<file path="src/rtl/mac_arbiter.sv">
// mac_arbiter: round-robin front end for a shared, fixed-latency multiply-add
// unit. Grants one requester per cycle, registers its operands onto the unit,
// and tags each in-flight operation so results return with the requester ID.
module mac_arbiter #(
    parameter  int WIDTH = 8,
    parameter  int NREQ  = 4,
    parameter  int LAT   = 3,
    localparam int IDW   = $clog2(NREQ),
    localparam int IFW   = $clog2(LAT + 2)
) (
    input  logic                  clk,
    input  logic                  rst,
    input  logic                  en,
    input  logic [NREQ-1:0]       req_valid,
    output logic [NREQ-1:0]       req_ready,
    input  logic [NREQ*WIDTH-1:0] req_a,
    input  logic [NREQ*WIDTH-1:0] req_b,
    input  logic [NREQ*WIDTH-1:0] req_c,
    output logic [WIDTH-1:0]      mac_a,
    output logic [WIDTH-1:0]      mac_b,
    output logic [WIDTH-1:0]      mac_c,
    input  logic [2*WIDTH-1:0]    mac_out,
    output logic                  rsp_valid,
    output logic [IDW-1:0]        rsp_id,
    output logic [2*WIDTH-1:0]    rsp_data,
    output logic [IFW-1:0]        inflight,
    output logic                  idle
);

    // Tag stages: operand register, LAT unit stages, and the unit's output
    // update, so the tail lines up with the cycle mac_out carries the result.
    localparam int DEPTH = LAT + 2;

    logic [IDW-1:0]   ptr;
    logic [IDW-1:0]   cand;
    logic [IDW-1:0]   gnt_idx;
    logic             xfer;
    logic [WIDTH-1:0] sel_a;
    logic [WIDTH-1:0] sel_b;
    logic [WIDTH-1:0] sel_c;
    logic [DEPTH-1:0] tag_v;
    logic [IDW-1:0]   tag_id [DEPTH];

    // Round-robin pick: first valid requester searching from ptr+1 upward.
    always_comb begin
        // NOTE: every output of this block gets a default first so no path
        // leaves a value unassigned, which would otherwise infer a latch.
        cand      = '0;
        gnt_idx   = '0;
        xfer      = 1'b0;
        req_ready = '0;
        if (en && !rst) begin
            for (int k = 1; k <= NREQ; k++) begin
                cand = IDW'((int'(ptr) + k) % NREQ);
                if (!xfer && req_valid[cand]) begin
                    xfer    = 1'b1;
                    gnt_idx = cand;
                end
            end
        end
        if (xfer) begin
            req_ready[gnt_idx] = 1'b1;
        end
    end

    // Operand mux driven by the one-hot grant.
    always_comb begin
        sel_a = '0;
        sel_b = '0;
        sel_c = '0;
        for (int i = 0; i < NREQ; i++) begin
            if (req_ready[i]) begin
                sel_a = req_a[i*WIDTH +: WIDTH];
                sel_b = req_b[i*WIDTH +: WIDTH];
                sel_c = req_c[i*WIDTH +: WIDTH];
            end
        end
    end

    // Control state: pointer, operand registers, tag valids, response, count.
    always_ff @(posedge clk) begin
        // NOTE: sequential state uses non-blocking assignments so every
        // register samples pre-edge values, independent of statement order.
        if (rst) begin
            ptr       <= IDW'(NREQ - 1);
            mac_a     <= '0;
            mac_b     <= '0;
            mac_c     <= '0;
            tag_v     <= '0;
            rsp_valid <= 1'b0;
            rsp_id    <= '0;
            rsp_data  <= '0;
            inflight  <= '0;
        end else begin
            if (xfer) begin
                ptr   <= gnt_idx;
                mac_a <= sel_a;
                mac_b <= sel_b;
                mac_c <= sel_c;
            end
            tag_v     <= {tag_v[DEPTH-2:0], xfer};
            rsp_valid <= tag_v[DEPTH-1];
            if (tag_v[DEPTH-1]) begin
                rsp_id   <= tag_id[DEPTH-1];
                rsp_data <= mac_out;
            end
            case ({xfer, rsp_valid})
                2'b10:   inflight <= inflight + IFW'(1);
                2'b01:   inflight <= inflight - IFW'(1);
                default: inflight <= inflight;
            endcase
        end
    end

    // Tag ID shift register, qualified by tag_v at every stage.
    always_ff @(posedge clk) begin
        // NOTE: the ID array has no reset; its contents are only used when
        // the matching valid bit is set, and that bit is reset.
        tag_id[0] <= gnt_idx;
        for (int i = 1; i < DEPTH; i++) begin
            tag_id[i] <= tag_id[i-1];
        end
    end

    assign idle = (inflight == '0) && !xfer;

endmodule

</file>
<file path="config.mk">
export PLATFORM = sky130hd
export DESIGN_NAME = mac_arbiter
export DESIGN_NICKNAME = d
export VERILOG_FILES = /design/src/rtl/mac_arbiter.sv
export SDC_FILE = /design/constraint.sdc
export NUM_CORES = 1
export LEC_CHECK = 0
export ABC_AREA = 1
export BUFFER_PORTS_ARGS = -buffer_cell sky130_fd_sc_hd__buf_2
export CORE_MARGIN = 2
export CORE_UTILIZATION = 42
export DETAILED_ROUTE_END_ITERATION = 7
export HOLD_SLACK_MARGIN = 0.15
export MAX_ROUTING_LAYER = met4
export PLACE_DENSITY = 0.77
export SLEW_MARGIN = 20
export SYNTH_ARGS = -nofsm -noshare
export SYNTH_HDL_FRONTEND = slang
export SYNTH_SLANG_ARGS = --single-unit
</file>
<file path="constraint.sdc">
create_clock -name clk -period 3.1 [get_ports clk]
set_input_delay 0.93 -clock clk [delete_from_list [all_inputs] [get_ports clk]]
set_output_delay 0.93 -clock clk [all_outputs]
set_load 0.02 [all_outputs]
</file>
== Yosys cells after proc, flatten, opt, wreduce, memory -nomap -nowiden ==
Memory sizes are Yosys's and may differ from the RTL's. A register that Yosys moved wholly into a read port is not among the register bits.
Index checks and enable logic that the tools add are counted.
Word-level totals
  register bits after elaboration: 51
  bits in latches: 0
  memory bits (writable): 10
  ROM bits: 0
  bits of input ports: 119
  output and inout bits: 51
  word-level logic and storage cells: 73
  memories kept: 1
Operators by class
  $add $sub $neg: 6
  multiply operators: 0
  divide/modulo/power cells: 0
  order comparisons: 6
  equality and inequality tests: 2
  shifts and indexed selects: 0
  multiplexer cells: 37
  bitwise operators: 0
  reductions and logical operators: 13
Memories
  tag_id: depth 5, width 2, rd ports 5, clocked after Yosys merged registers in 1, write ports 5, RTL line 42  | logic [IDW-1:0] tag_id [DEPTH];
Operators by type and width (number)
  $mux W8: 12
  $lt A2 B3 Y1 const B: 5
  $mux W1: 13
  $mux W2: 5
  $bmux W1 S2: 4
  $logic_and A1 B1 Y1: 6
  $pmux W3 S2: 1
  $logic_not A1 Y1: 5
  $add A2 B1 Y2 const B: 2
  $add A2 B2 Y2 const B: 2
  $mux W4: 1
  $add A3 B1 Y3 const B: 1
  $logic_not A3 Y1: 1
  $sub A3 B1 Y3 const B: 1
  $demux W1 S2: 1
  $eq A2 B1 Y1 const B: 1
  $eq A2 B2 Y1 const B: 1
  $ge A2 B1 Y1 const B: 1
  $reduce_bool A2 Y1: 1

== Depth between registers and ports, before layout ==
  depth in word-level cells: 26
  mapped depth: 17

== Worst setup path before layout ==
No wires, ideal clock.
  path type: in2out
  from: input port req_valid[3]
  to: output port req_ready[0]
  data arrival time: 2.419 ns
  required time: 2.170 ns
  path slack: -0.249 ns
  cell stages on the path: 13
  buffers on the path: 2
  path through: inv_1 nand2_2 nand3_1 nand2_2 nor2_4 nand3_1 nand2_1 inv_2 nand2_4 buf_6 buf_4 inv_1 nor3_1
Between the ends
  longest elaborated chain between the ends: 21
  elaborated cells between the ends (all ways): 33
  classes of those cells: 2 x order compare; 24 x mux; 7 x reduce/logical
Ends and longest elaborated chain
  from (decl): RTL line 14  | input logic [NREQ-1:0] req_valid,
  $bmux W1 S2: RTL line 55  | if (!xfer && req_valid[cand]) begin
  $mux W1 (implied by the code): RTL line 55
  $mux W1: RTL line 55
  $mux W1: RTL line 52  | if (en && !rst) begin
  $logic_not A1 Y1: RTL line 55
  $logic_and A1 B1 Y1: RTL line 55
  $mux W1: RTL line 55
  $mux W1: RTL line 52
  [6 not listed]
  $mux W2 (*): RTL line 55
  $mux W2 (*): RTL line 52
  via gnt_idx[1]: RTL line 36  | logic [IDW-1:0] gnt_idx;
  $lt A2 B3 Y1 (implied by the code) / $ge A2 B1 Y1 (equally long branches): RTL line 62  | req_ready[gnt_idx] = 1'b1;
  $logic_and A1 B1 Y1 (implied by the code): RTL line 62
  $mux W1 (implied by the code): RTL line 62
  $demux W1 S2 (*): RTL line 62
  $mux W4 (*): RTL line 61  | if (xfer) begin
  to (decl): RTL line 15  | output logic [NREQ-1:0] req_ready,
The timed path passes the listed nets; every way through them passes the cells marked *. The select of a mux whose other input is x is not followed.

== Worst setup path after layout ==
  from: input port req_valid[2]
  to: output port req_ready[3]
Between the ends
  longest elaborated chain between the ends: 21
  elaborated cells between the ends (all ways): 33
  classes of those cells: 2 x order compare; 24 x mux; 7 x reduce/logical
Ends and longest elaborated chain (RTL line)
  $bmux W1 S2: 55
  $mux W1 (implied by the code): 55
  $mux W1: 55
  $mux W1: 52
  $logic_not A1 Y1: 55
  $logic_and A1 B1 Y1: 55
  $mux W1: 55
  $mux W1: 52
  [5 not listed]
  $logic_and A1 B1 Y1: 55
  $mux W2: 55
  $mux W2: 52
  $lt A2 B3 Y1 (implied by the code) / $ge A2 B1 Y1 (equally long branches): 62
  $logic_and A1 B1 Y1 (implied by the code): 62
  $mux W1 (implied by the code): 62
  $demux W1 S2: 62
  $mux W4 (*): 61
Every way passes the cells marked *; elsewhere a longest branch is shown, timed or not. The select of a mux whose other input is x is not followed.

==> out/qor.txt <==
I/O Buffers - 169
fin nets - 780
post-synthesis simple-gate area fraction - 0.468
Synth Register Bits - 63
clock slew seen by the registers of the worst setup and hold paths - 70 ps
DIE AREA - 8810 µm²
Yosys top cell area share - 0.372
Vias - 3,584
Synth area leaders - dfxtp_1, nand2_1, nand3_2
vias in the first global route - 3,238
cell count after synthesis - 486
adder-cell share of the synthesized area - 0.00959
Syn-to-layout area delta - 38.5%
gr busiest metal - met2
Tcrit/Tclk final - 1.01
status - finished, violations left
DRT iter0 DRCs - 117
final core occ - 0.605
CP peak stage delay - 250 ps
CTS tree - yes
failing checks - setup timing
CTS root buf - clkbuf_8
Synth Cell Area - 3390 µm²
share of cells above drive strength 1 - 0.471
met1 Track Usage GR - 0.235
Antenna diodes - 0
Peak VDD IR - 0.400 mV
post-synth top area cell - dfxtp_1
placed instance count - 745
compound-cell area share of the yosys netlist - 0.0472
FF-to-FF setup slack - 570 ps
DRC - 0
worst setup margin - -18.8 ps
clock tree sinks - 63
DRT Wirelength - 8.83 mm
max-cap check violation count - 0
Worst R2R End - inflight[2]$_SDFFE_PP0P_
worst flop-to-flop path startpoint - ptr[0]$_SDFFE_PP1P_
multiplexer share of the synthesized area - 0
Finished Layout Cells - 766
Slew Viols, Final - 0
worst skew pair latency - 340 ps
total core area - 7770 µm²
gr ovfl total - 0
most frequent cells in the layout - nand2_1, buf_2, dfxtp_1
commonest non-fill, non-tap cell in the layout - nand2_1
Leak Pwr - 0.00258 µW
Worst path most repeated cell - nand2_2
Starting Density - 0.437
die width - 93.9 µm
IO Pins - 170
Post-Syn Nets - 607
Final Hold Viols - 0
detailed placer's ending HPWL - 6.39 mm
CP Cell Sequence - buf_8, clkinv_4, nand2_2, nand2_1, o21ai_1, nand3_2, nand2_2, nand2_2, nor2_8, inv_4, nor2_8, buf_6
Max Fclk - 321 MHz
DR WL/cell - 11.5 µm
Worst Hold Depth - 0
largest family of logic cells by synthesized area - simple AND/OR/NAND/NOR gates
die extent in y - 93.9 µm
via/cell ratio - 4.68
Synth cell types - 34
Synth Area per Inst - 6.98 µm²
XOR/XNOR Fraction of Synth Area - 0
pre-CTS setup slack - -95.2 ps
hold path endpoint - tag_id[3][0]$_DFF_P_
Slew HR - 0.571
largest net degree at the start of global routing - 73
slowest CP cell - o21ai_1
RePlAce Congestion - 0.843
CP Max Fanout - 3
Arr. time, crit path - 2190 ps
CP Class - in2out
crit path time final - 3120 ps
hold buffers post-CTS - 0
GRT met2 Usage - 0.351
post-route antenna net violation count - 0
depth of the most critical reg-to-reg path - 16
Worst Setup Start Kind - input pin
register area share after synthesis - 0.372
synth warn - 0
CTS buffer count - 9
All-Layer GR Usage - 0.207
Crit. End Element - output port
Hold Path Class - reg2reg
first-pass GRT wire length - 14.1 mm
HP Start - tag_id[2][0]$_DFF_P_
Fillers - 717
met3 Track Usage GR - 0.0514
H-tree lvl count - 3
Clock Skew - 13.6 ps
Clock Tree Buf Depth - 2
CP Data Required Time - 2170 ps
slew at the pin closest to its max-slew limit - 643 ps
Final Setup Violations - 3
RSZ-0062 raised after global routing - true
row count - 32
pwr/cell area - 783 nW/µm²
DRT Pass-1 Iters - 4
antenna violations before repair - 0
[critical path: cells and delay by family]
kind | cells | cell delay (ps)
AO/OA/AOI/OAI | 1 | 250
AND/OR/NAND/NOR | 7 | 700
buffers and inverters | 4 | 310
[registers in the layout (all words and copies together), names as in the netlist]
register / cells
ptr: 2
rsp_data: 16
mac_c: 8
rsp_id: 2
rsp_valid: 1
mac_b: 8
inflight: 3
tag_id: 10
tag_v: 5
mac_a: 8
[worst max path at each step]
stage | start | endpoint | slack, ps | cells past startpoint
global placement | req_valid[2] | req_ready[3] | -7 | 12
global route | req_valid[0] | idle | -120 | 11
finish | req_valid[2] | req_ready[3] | -20 | 12
detailed placement | req_valid[2] | req_ready[3] | -100 | 12
floorplan | req_valid[3] | req_ready[0] | -90 | 13
CTS | req_valid[1] | req_ready[0] | 3 | 13
[metrics by stage]
step / hold slack, ps / total power [µW] / setup TNS [ps] / cell area (µm²)
floorplan: 310 / 2340 / -134 / 3410
global placement: 310 / 2750 / -7.23 / 4310
detailed placement: 312 / 2800 / -298 / 4310
CTS: 330 / 3600 / 0 / 4570
global route: 339 / 3960 / -334 / 4700
finish: 326 / 3680 / -22.8 / 4700
[metal layers]
layer | vias to the layer above | share of wire
met5 | - | 0
met1 | 1566 | 0.43
met2 | 154 | 0.47
met4 | 0 | 0.020
li1 | 1846 | -
met3 | 18 | 0.076
[cell usage after synthesis, drive strengths merged]
| cell | n |
|---|---|
| a211oi | 1 |
| a22oi | 1 |
| clkbuf | 8 |
| nor4 | 1 |
| clkinv | 1 |
| nor2 | 19 |
| buf | 15 |
| nor3 | 1 |
| o21bai | 1 |
| nand2 | 216 |
| o21a | 1 |
| nand4 | 1 |
| dfxtp | 63 |
| or2 | 24 |
| nand3b | 2 |
| ha | 1 |
| nand3 | 56 |
| a21oi | 24 |
| inv | 47 |
| o21ai | 2 |
| fa | 1 |
[area by class of cell]
class                      count  area, µm²  area share
clock buffer                   9        124      0.0264
sequential                    63       1260       0.269
multi-input combinational    352       1880       0.400
inverter                      48        190      0.0405
clock inverter                 7       78.8      0.0168
tap                          102        128      0.0272
timing repair buffer         185       1030       0.220
[cell families after synthesis]
kind of cell | count (synthesis)
flip-flops | 63
adder cells (fa/ha/maj) | 2
AO/OA/AOI/OAI | 30
AND/OR/NAND/NOR | 320
buffers and inverters | 71
[repair_timing]
action | CTS | global route
gates resized for setup | 11 | 38
gates cloned | 0 | 0
buffers inserted | 3 | 2
setup endpoints to repair | 5 | 5
pin swaps | 6 | 18
[where the power goes]
| part | internal, µW | switching (µW) | leakage, µW |
|---|---|---|---|
| sequential | 1030 | 110 | 0.000515 |
| clock | 377 | 333 | 0.0000925 |
| combinational | 691 | 1140 | 0.00198 |
| total | 2100 | 1580 | 0.00258 |
Power figures use the tool's default switching activity.
